===== src/rtl/shiftreg_pkg.sv =====
// Shared types and helpers for the digit-serial operand shift register.
// State encoding for the load/shift controller and counter width helper.
// No logic of its own.
package shiftreg_pkg;

   typedef enum logic {
      IDLE  = 1'b0,
      SHIFT = 1'b1
   } state_t;

   // Width needed to hold the digit count 0..WIDTH/DIGIT inclusive.
   function automatic int cnt_w(input int width, input int digit);
      return $clog2(width / digit + 1);
   endfunction

endpackage


===== src/rtl/shiftreg_digit_cnt.sv =====
// Loadable down-counter of digits still to emit, with last-digit detect and done pulse.
// Latency: remaining/last are registered state; done is a registered one-cycle pulse.
// Backpressure: frozen when i_en is low, except done which always self-clears.
module shiftreg_digit_cnt
   import shiftreg_pkg::*;
#(
   parameter int WIDTH = 8,
   parameter int DIGIT = 1
) (
   input  logic                            i_clk,
   input  logic                            i_rst,
   input  logic                            i_en,
   input  logic                            i_clr,
   input  logic                            i_ld,
   input  logic                            i_dec,
   output logic [cnt_w(WIDTH, DIGIT)-1:0]  o_remaining,
   output logic                            o_last,
   output logic                            o_done
);

   localparam int CW   = cnt_w(WIDTH, DIGIT);
   localparam int NDIG = WIDTH / DIGIT;

   logic [CW-1:0] r_rem;
   logic          r_done;
   logic          w_zero;
   logic          w_last;

   assign w_zero = (r_rem == '0);
   assign w_last = (r_rem == CW'(1));

   // Digit count: clear beats load beats decrement; decrement saturates at zero.
   always_ff @(posedge i_clk or posedge i_rst) begin
      if (i_rst) begin
         r_rem <= '0;
      end else if (i_en) begin
         if (i_clr)
            r_rem <= '0;
         else if (i_ld)
            r_rem <= CW'(NDIG);
         else if (i_dec && !w_zero)
            r_rem <= r_rem - CW'(1);
      end
   end

   // Done pulses only when the final digit is actually consumed, never on clr/ld/freeze.
   always_ff @(posedge i_clk or posedge i_rst) begin
      if (i_rst)
         r_done <= 1'b0;
      else
         r_done <= i_en & ~i_clr & ~i_ld & i_dec & w_last;
   end

   assign o_remaining = r_rem;
   assign o_last      = w_last;
   assign o_done      = r_done;

endmodule


===== src/rtl/shiftreg_digit.sv =====
// Load-and-shift operand serialiser emitting DIGIT bits per enabled step (LSB-first;
// MSB-first selectable at load when SHIFTREG_DIR_EN is defined). Latency: first digit
// one cycle after load. Backpressure: i_en low freezes all state; done still self-clears.
module shiftreg_digit
   import shiftreg_pkg::*;
#(
   parameter int WIDTH = 8,
   parameter int DIGIT = 1
) (
   input  logic                            i_clk,
   input  logic                            i_rst,
   input  logic                            i_en,
   input  logic                            i_clr,
   input  logic                            i_ld,
   input  logic [WIDTH-1:0]                i_a,
`ifdef SHIFTREG_DIR_EN
   input  logic                            i_msb_first,
`endif
   output logic [DIGIT-1:0]                o_a_digit,
   output logic                            o_busy,
   output logic                            o_last,
   output logic [cnt_w(WIDTH, DIGIT)-1:0]  o_remaining,
   output logic                            o_done
);

   generate
      if (WIDTH % DIGIT != 0) begin : g_bad_width
         $fatal(1, "shiftreg_digit: WIDTH must be a multiple of DIGIT");
      end
   endgenerate

   state_t           r_state;
   state_t           w_state_nxt;
   logic [WIDTH-1:0] r_data;
   logic             w_msb;
   logic             w_last;
   logic             w_shifting;

   assign w_shifting = (r_state == SHIFT);

`ifdef SHIFTREG_DIR_EN
   logic r_msb;

   // Direction is captured with the operand so it stays fixed for the whole operation.
   always_ff @(posedge i_clk or posedge i_rst) begin
      if (i_rst)
         r_msb <= 1'b0;
      else if (i_en && !i_clr && i_ld)
         r_msb <= i_msb_first;
   end

   assign w_msb = r_msb;
`else
   assign w_msb = 1'b0;
`endif

   // State register.
   always_ff @(posedge i_clk or posedge i_rst) begin
      if (i_rst)
         r_state <= IDLE;
      else
         r_state <= w_state_nxt;
   end

   // Next state: clr, then ld, then leave SHIFT after the final digit.
   always_comb begin
      w_state_nxt = r_state;
      if (i_en) begin
         if (i_clr)
            w_state_nxt = IDLE;
         else if (i_ld)
            w_state_nxt = SHIFT;
         else if (w_shifting && w_last)
            w_state_nxt = IDLE;
      end
   end

   // Operand register; zero fill means it reads all-zero once every digit is out.
   always_ff @(posedge i_clk or posedge i_rst) begin
      if (i_rst) begin
         r_data <= '0;
      end else if (i_en) begin
         if (i_clr)
            r_data <= '0;
         else if (i_ld)
            r_data <= i_a;
         else if (w_shifting)
            r_data <= w_msb ? (r_data << DIGIT) : (r_data >> DIGIT);
      end
   end

   shiftreg_digit_cnt #(
      .WIDTH (WIDTH),
      .DIGIT (DIGIT)
   ) u_cnt (
      .i_clk       (i_clk),
      .i_rst       (i_rst),
      .i_en        (i_en),
      .i_clr       (i_clr),
      .i_ld        (i_ld),
      .i_dec       (w_shifting),
      .o_remaining (o_remaining),
      .o_last      (w_last),
      .o_done      (o_done)
   );

   assign o_a_digit = w_msb ? r_data[WIDTH-1 -: DIGIT] : r_data[DIGIT-1:0];
   assign o_busy    = w_shifting;
   assign o_last    = w_shifting & w_last;

endmodule


===== config.mk =====
export PLATFORM = sky130hd
export DESIGN_NAME = shiftreg_digit
export DESIGN_NICKNAME = d
export VERILOG_FILES = /design/src/rtl/shiftreg_pkg.sv /design/src/rtl/shiftreg_digit_cnt.sv /design/src/rtl/shiftreg_digit.sv
export SDC_FILE = /design/constraint.sdc
export NUM_CORES = 1
export LEC_CHECK = 0
export ABC_AREA = 1
export CORE_AREA = 4 4 48 50
export DETAILED_ROUTE_END_ITERATION = 10
export DIE_AREA = 0 0 52 54
export HOLD_SLACK_MARGIN = 0.15
export PLACE_DENSITY = 0.69
export RECOVER_POWER = 25
export SETUP_SLACK_MARGIN = 0.2
export SLEW_MARGIN = 15
export SYNTH_ARGS = -nofsm -noshare
export SYNTH_HDL_FRONTEND = slang
export SYNTH_SLANG_ARGS = --single-unit

===== constraint.sdc =====
create_clock -name i_clk -period 1.3 [get_ports i_clk]
set_clock_uncertainty 0.1 [all_clocks]
set_input_delay 0.26 -clock i_clk [delete_from_list [all_inputs] [get_ports i_clk]]
set_output_delay 0.26 -clock i_clk [all_outputs]
set_load 0.005 [all_outputs]

==> metrics.txt, run 1 <==
Placed Instance Area=about 1100 sq um; drt drc=0; Mapped Area=725.7 sq um; Synth Area in Adders=0.05172; Die Y=about 54 microns; area of the core=1902 sq um; Worst path slowest cell=dfrtp_1; # fillers=133; Area Growth Syn to Fin=98.28%; Yosys warning count=0; via density per instance=roughly 5; pin count of the biggest net entering global routing=15; CTS clock-pin slew for the worst setup and hold paths=roughly 0.090 ns; Setup violations, final=16; Tmin final=1.508 ns; Pleak=0.0007100 uW; vias in the first global route=880; largest family of logic cells by synthesized area=simple AND/OR/NAND/NOR gates; die span in x=52 microns; layout cell share with drive strength beyond 1=0.5362; final worst-path cycle share=1.160; Final #Nets=155; Synth Area in XOR/XNOR=0; drt initial violations=18; CTS tree=done; total track usage=0.1869; Post-Syn Nets=101; Post-Synth Simple-Gate Area=0.2328; CTS Buffer Depth=2; Worst Hold Slack=0.3722 ns; total number of H-tree levels=1; Critical Path End Type=primary output; required time worst endpoint=0.94 ns; worst vdd ir=roughly 670 uV; I/O pin count=21; RSZ-0062 raised after global routing=yes; HPWL after DPL=1.357 mm; routability congestion estimate=between 0.7 and 0.8; Worst Path Arrival=1.15 ns; Final Instance Area=1439 sq um; CP max stage delay=approximately 0.42 ns; DR vias=831; worst-path cell chain=ha_4 -> and3_4 -> buf_6; Worst Setup Path Type=reg -> out; maximum fanout along the worst path=2; Cells after Synth=85; antenna violations before repair=0; syn_area_per_cell=8.538 sq um; Slew Limit Headroom=0.4780; FP Rows=16; Hold Vio Cnt, Final=0; Root Driver=clkbuf_4; fraction of the mapped netlist area in compound gates=0.1707; Power, Total=1529 uW; ANT nets after route=0; global route total overflow=0; Max-cap violations=0; mux cell area share after synthesis=0; global-route wire length before repair=3.829 mm; TritonRoute pass-1 iters=4; fin util=0.7566; Avg WL per Cell=roughly 14 microns; fmax=663.0 MHz; final wirelength=2.368 mm; worst slack, placed=-0.2843 ns; failing checks=negative setup slack; die area=2808 sq um; Slew Limit Fails=0; Yosys reg bits=14; sequential fraction of the synthesis area=0.4828; Clock Latency Late Sink=~0.29 ns; Slew @ Worst Pin=0.7830 ns; Inserted Diodes=0; Hold Path Depth=3; Unique masters post-synth=15; PnR worst setup slack=-0.2082 ns; crit start category=flop; Port Buf Inserts=20; CTS Buf Count=3; type of the worst min-delay path=in -> reg; initial core utilization=0.3816; PD cells=1063 nW/um^2; status=finished, violations left; hold_buf cts=0; Clock Sinks=14; FF-to-FF path depth=7
[registers in the layout, summed over array words and instances (netlist names)]
| name | count |
|---|---|
| r_data | 8 |
| u_cnt.o_remaining | 4 |
| o_busy | 1 |
| u_cnt.o_done | 1 |
[per-layer routing]
layer,share of wire,track usage
met5,0,0
met4,0.022,0.08734
met3,0.035,0.03047
met2,0.54,0.3410
met1,0.40,0.2120
[path summary, 6_finish.rpt]
check	from	end	slack, ns
setup / recovery	u_cnt.o_remaining[0]$_DFFE_PP0P_	o_last	-0.21
setup reg to reg	o_busy$_DFFE_PP0P_	r_data[7]$_DFFE_PP0P_	-0.13
hold reg to reg	r_data[2]$_DFFE_PP0P_	r_data[2]$_DFFE_PP0P_	0.42
max in group asynchronous	i_rst	u_cnt.o_remaining[0]$_DFFE_PP0P_	0.23
hold / removal	i_en	o_busy$_DFFE_PP0P_	0.37
min in group asynchronous	i_rst	u_cnt.o_remaining[2]$_DFFE_PP0P_	0.38
[area by class of cell]
class	count	area, sq um	share of cell area
Timing Repair Buffer	50	478.0	0.3322
Sequential cell	14	350.3	0.2435
Tap cell	27	33.78	0.02348
Multi-Input combinational cell	61	504.2	0.3504
Inverter	9	36.28	0.02522
Clock buffer	4	36.28	0.02522
[critical path: cells and delay by family, from the launching register on]
| family | cells | cell delay, ns |
|---|---|---|
| buf+inv | 1 | 0.11 |
| fa+ha+maj | 1 | 0.17 |
| flops | 1 | 0.42 |
| simple gates | 1 | 0.16 |
[cell families after synthesis]
group,count (synthesis)
DFF,14
and+or+nand+nor,39
buffers and inverters,10
adders and majority gates,3
AOI/OAI and AO/OA,19
[power breakdown]
part	switching (uW)	total (uW)	leakage (uW)	internal, uW
clock	153	324	0.0000210	171
combinational	299	675	0.000503	376
sequential	47.0	530	0.000186	483
[cell usage after synthesis (all sizes together)]
cell    n  share of area
o21ai  12          0.098
nand2  24           0.12
nand3   6          0.041
ha      3          0.052
dfrtp  14           0.48
nand4   1         0.0086
inv     9          0.047
nor2    7          0.050
a22oi   7          0.072
and3    1         0.0086
buf     1          0.016
[stage by stage]
step                instances  setup TNS (ns)
detailed placement        151          -3.715
global route              165          -2.681
finish                    165          -1.805
floorplan                  85               0
CTS                       162          -1.709
global placement          151          -3.335
[what timing repair did]
action / in CTS / in global routing
buffers inserted: 6 / 3
pin swaps: 14 / 9
setup endpoints to repair: 22 / 22
resized for setup: 80 / 20
cloned: 1 / 0
[cells in the final DEF (no fill, tap or decap), types with 4 or more instances in the layout]
cell             netlist  routed
a22oi_1                7       7
buf_4                  0      16
buf_6                  1      15
clkdlybuf4s50_1        0       9
dfrtp_1               14      14
dlygate4sd2_1          0       4
inv_1                  8       5
nand2_1               24      10
nand2_2                0       5
nand2_4                0       8
nand3_1                6       4
nor2_1                 5       4
o21ai_1                0       5
o21ai_2                0       6
No activity file was read; power rests on OpenSTA's default activity.
==> run 2, diff against run 1 <==
Settings changed: CORE_AREA 4 4 48 50 to 4 4 46 48, DIE_AREA 0 0 52 54 to 0 0 50 52, PLACE_DENSITY 0.69 to 0.72, SKIP_CTS_REPAIR_TIMING from default to 1.
Clock period 1.3 ns to 1.6 ns, I/O delays scaled along.
==> metrics.txt, run 2 (synthesis gave the netlist of run 1 again) <==
worst vdd ir=668.9 uV (-0.17%); Power, Total=1027 uW (-33%); RSZ-0062 raised after global routing=yes; crit start category=flop; Worst Path Arrival=1.18 ns (+0.03 ns); TritonRoute pass-1 iters=4 (unchanged); ANT nets after route=0 (unchanged); CTS tree=done; Pleak=0.0006544 uW (-7.8%); type of the worst min-delay path=in -> reg; Worst Hold Slack=0.3354 ns (-0.03686 ns); Die Y=52 microns (-3.7%); final worst-path cycle share=0.9975; Largest Register=r_data; # fillers=123 (-7.5%); Slew Limit Fails=0 (unchanged); Clock Latency Late Sink=0.28 ns (about the same); Tmin final=1.596 ns; vias in the first global route=659 (-25%); CP max stage delay=0.39 ns (-0.03 ns); Root Driver=clkbuf_4; Placed Instance Area=1094 sq um (-1.8%); required time worst endpoint=1.18 ns (+0.24 ns); PD cells=872.8 nW/um^2 (-18%); Area Growth Syn to Fin=62.07%; pin count of the biggest net entering global routing=17 (+2); CTS clock-pin slew for the worst setup and hold paths=0.09 ns (about the same); drt drc=0 (unchanged); layout cell share with drive strength beyond 1=0.2677 (-0.2685); final setup TNS=0 ns (+1.805 ns); Slew @ Worst Pin=0.7396 ns (-0.04331 ns); drt initial violations=12 (-6); FP Rows=15 (-1); initial core utilization=0.4249 (+0.04333); commonest non-fill, non-tap cell in the layout=nand2_1; Max-cap violations=0 (unchanged); Clock Sinks=14 (unchanged); Critical Path End Type=primary output; Final #Nets=144 (-7.1%); HPWL after DPL=1.316 mm (-3.0%); Setup violations, final=0 (-16); Worst Setup Path Type=reg -> out; Avg WL per Cell=12.48 microns (-13%); global-route wire length before repair=2.842 mm (-26%); fmax=around 630 MHz; Hold Vio Cnt, Final=0 (unchanged); Slew Limit Headroom=0.5069 (+0.02887); most frequent cells in the layout=nand2_1, buf_4, dfrtp_1; worst-path cell chain=inv_2 -> ha_2 -> and3_1 -> clkbuf_2; via density per instance=4.829 (-4.1%); Port Buf Inserts=20 (unchanged); antenna violations before repair=0 (unchanged); global route total overflow=0 (unchanged); I/O pin count=21 (unchanged); routability congestion estimate=0.7941 (-0.35%); die area=2600 sq um (-7.4%); maximum fanout along the worst path=2 (unchanged); area of the core=1708 sq um (-10%); total track usage=0.1430 (-0.04392); status=finished clean; Inserted Diodes=0 (unchanged); die span in x=50 microns (-3.8%); max reg flops=8 (unchanged); final wirelength=1.897 mm (-20%); DR vias=734 (-12%); CTS Buf Count=3 (unchanged); CTS Buffer Depth=2 (unchanged); Final Instance Area=1176 sq um (-18%); Worst path slowest cell=dfrtp_1; total number of H-tree levels=1 (unchanged)
-- run 2: routing by layer --
layer	vias to the layer above	GRT usage	part of all wire
met2	22	0.2391	0.51
met3	4	0.04011	0.039
li1	367	-	-
met4	0	0.05530	0.021
met1	341	0.1729	0.42
met5	-	0	0
-- run 2: worst paths after layout --
check / from / to / slack [ns] / cells past startpoint
min: i_clr / u_cnt.o_done$_DFF_PP0_ / 0.34 / 4
max in group asynchronous: i_rst / r_data[7]$_DFFE_PP0P_ / 0.38 / 3
max: u_cnt.o_remaining[1]$_DFFE_PP0P_ / o_last / 0.004 / 4
min reg2reg: r_data[5]$_DFFE_PP0P_ / r_data[5]$_DFFE_PP0P_ / 0.40 / 2
min in group asynchronous: i_rst / u_cnt.o_remaining[3]$_DFFE_PP0P_ / 0.55 / 3
max reg2reg: u_cnt.o_remaining[0]$_DFFE_PP0P_ / u_cnt.o_remaining[0]$_DFFE_PP0P_ / 0.25 / 8
-- run 2: worst max-delay path: cells and delay by family, from the launching register on --
kind                       cells  cell delay (ns)
DFF                            1             0.39
adders and majority gates      1             0.17
buffers and inverters          2             0.17
and+or+nand+nor                1             0.16
-- run 2: cell type report --
cell class                 count  area (sq um)  share of cell area
sequential                    14         350.3              0.2979
multi-input combinational     61         355.3              0.3021
clock buffer                   4         36.28             0.03085
tap                           25         31.28             0.02660
inverter                       9         36.28             0.03085
timing repair buffer          39         366.6              0.3117
-- run 2: power by group --
part / internal [uW] / leakage, uW / switching [uW]
Sequential: 393 / 0.000186 / 23.4
Combinational: 184 / 0.000447 / 169
Clock: 138 / 0.0000210 / 119
Total: 715 / 0.000654 / 312
-- run 2: through the flow --
step           setup slack (ns)  std cells  utilization
3_3_place_gp           -0.06046        147       0.6403
2_1_floorplan            0.3684         85            -
3_5_place_dp           -0.07089        147       0.6403
6_report               0.003955        152       0.6886
5_1_grt                -0.04553        152       0.6886
4_1_cts                 -0.3972        151       0.6615
==> run 3, diff against run 2 <==
Settings changed: CORE_AREA 4 4 46 48 to 4 4 55 57, DIE_AREA 0 0 50 52 to 0 0 59 61, PLACE_DENSITY 0.72 to default.
==> metrics.txt, run 3 (synthesis gave the netlist of run 1 again) <==
status=finished clean; final wirelength=1.967 mm (+3.7%); area of the core=2477 sq um (+45%); met1 global-route usage=0.1410 (-0.03191); crit start category=flop; CP max stage delay=0.40 ns (about the same); max reg flops=8 (unchanged); PD cells=863.0 nW/um^2 (-1.1%); pin count of the biggest net entering global routing=17 (unchanged); fin util=0.5081 (-0.1806); type of the worst min-delay path=reg -> reg; via density per instance=4.619 (-4.4%); HPWL after DPL=1.331 mm (+1.1%); Worst Path Arrival=1.15 ns (-0.03 ns); total number of H-tree levels=1 (unchanged); TritonRoute pass-1 iters=3 (-1); drt drc=0 (unchanged); Die Y=61 microns (+17%); CTS clock-pin slew for the worst setup and hold paths=0.10 ns (about the same); required time worst endpoint=1.18 ns (about the same); layout cell share with drive strength beyond 1=0.3769 (+0.1092); Slew Limit Fails=0 (unchanged); Worst Setup Path Type=reg -> out; initial core utilization=0.2929 (-0.1320); Setup violations, final=0 (unchanged); Placed Instance Area=1115 sq um (+1.9%); total track usage=0.1098 (-0.03321); maximum fanout along the worst path=2 (unchanged); Reg-to-Reg End=u_cnt.o_remaining[0]$_DFFE_PP0P_; global route total overflow=0 (unchanged); Final Instance Area=1259 sq um (+7.0%); layer with the highest usage=met2; Slew Limit Headroom=0.4681 (-0.03877); Critical Path End Type=primary output; Largest Register=r_data; worst vdd ir=485.2 uV (-27%); GR Layer Usage met3=0.006383 (-0.03373); Power, Total=1086 uW (+5.8%); vias in the first global route=691 (+4.9%); setup slack, reg-to-reg=0.17 ns (-0.08 ns); worst slack, placed=-0.09222 ns (-0.02133 ns); die span in x=59 microns (+18%); Avg WL per Cell=12.29 microns (-1.5%); die area=3599 sq um (+38%); crit-path leading delay family=flip-flops; drt initial violations=6 (-6); Port Buf Inserts=20 (unchanged); Clock Sinks=14 (unchanged); Final #Nets=147 (+2.1%); Root Driver=clkbuf_4; Clock Latency Late Sink=0.28 ns (about the same); Area Growth Syn to Fin=73.45%; FP Rows=18 (+3); global-route wire length before repair=2.946 mm (+3.7%); Tmin final=1.573 ns (-0.02268 ns); CTS tree=done; final worst-path cycle share=0.9834 (-0.01418); Worst path slowest cell=dfrtp_1; hold endpoint=r_data[0]$_DFFE_PP0P_; most frequent cells in the layout=nand2_1, buf_4, dfrtp_1; Slew @ Worst Pin=0.7978 ns (+0.05815 ns); CTS Buf Count=3 (unchanged); DR vias=739 (+0.68%); Crit path buffers/inverters=2 (unchanged); Pleak=0.0006679 uW (+2.1%); hold path startpoint=r_data[0]$_DFFE_PP0P_; met2 Usage GRT=0.1767 (-0.06247); fmax=635.6 MHz (+1.4%); Max-cap violations=0 (unchanged); ANT nets after route=0 (unchanged); r2r startpoint=u_cnt.o_remaining[0]$_DFFE_PP0P_; CTS Buffer Depth=2 (unchanged); commonest non-fill, non-tap cell in the layout=nand2_1; Hold Path Depth=2 (-2); antenna violations before repair=0 (unchanged); RSZ-0062 raised after global routing=yes; I/O pin count=21 (unchanged); routability congestion estimate=0.7662 (-3.5%); FF-to-FF path depth=9 (+1); PnR worst setup slack=0.02664 ns (+0.02268 ns); Hold Vio Cnt, Final=0 (unchanged); Inserted Diodes=0 (unchanged); worst-path cell chain=inv_2 -> ha_2 -> and3_1 -> clkbuf_2
## run 3: layout make-up
cell class / instances / area [sq um]
Timing Repair Buffer: 42 / 394.1
Inverter: 9 / 41.29
Tap cell: 30 / 37.54
Clock buffer: 4 / 36.28
Fill cell: 248 / 1219
Sequential cell: 14 / 350.3
Multi-Input combinational cell: 61 / 399.1
## run 3: how the worst max path moves through the flow
| stage | from | end | slack (ns) | depth (start not counted) |
|---|---|---|---|---|
| floorplan | u_cnt.o_remaining[0]$_DFFE_PP0P_ | u_cnt.o_remaining[0]$_DFFE_PP0P_ | 0.37 | 7 |
| global placement | i_clr | r_data[5]$_DFFE_PP0P_ | -0.05 | 6 |
| detailed placement | i_clr | r_data[1]$_DFFE_PP0P_ | -0.09 | 6 |
| CTS | u_cnt.o_remaining[1]$_DFFE_PP0P_ | o_last | -0.38 | 4 |
| global route | u_cnt.o_remaining[1]$_DFFE_PP0P_ | o_last | -0.04 | 4 |
| finish | u_cnt.o_remaining[1]$_DFFE_PP0P_ | o_last | 0.03 | 4 |
## run 3: tightest hold or removal path, cell delays in order (launching register included)
cell and delay (ns):
dfrtp_1 0.35, nand2_1 0.05, o21ai_1 0.06
## run 3: report_power, final
group          total (uW)  internal, uW  switching [uW]  leakage, uW
Sequential            416           393            23.3     0.000186
Combinational         408           222             187     0.000461
Clock                 262           138             124    0.0000210
## run 3: stage by stage
stage / TNS, ns / hold WS [ns] / cells
6_report: 0 / 0.4001 / 160
2_1_floorplan: 0 / 0.1092 / 85
3_3_place_gp: -0.4016 / 0.3680 / 154
3_5_place_dp: -0.7989 / 0.3807 / 154
5_1_grt: -0.03911 / 0.4286 / 160
4_1_cts: -0.7010 / 0.2298 / 158
## run 3: per-layer routing
metal / up-vias / share of wire
met2: 10 / 0.54
met3: 2 / 0.032
met1: 352 / 0.41
li1: 375 / -
met4: 0 / 0.017
met5: - / 0
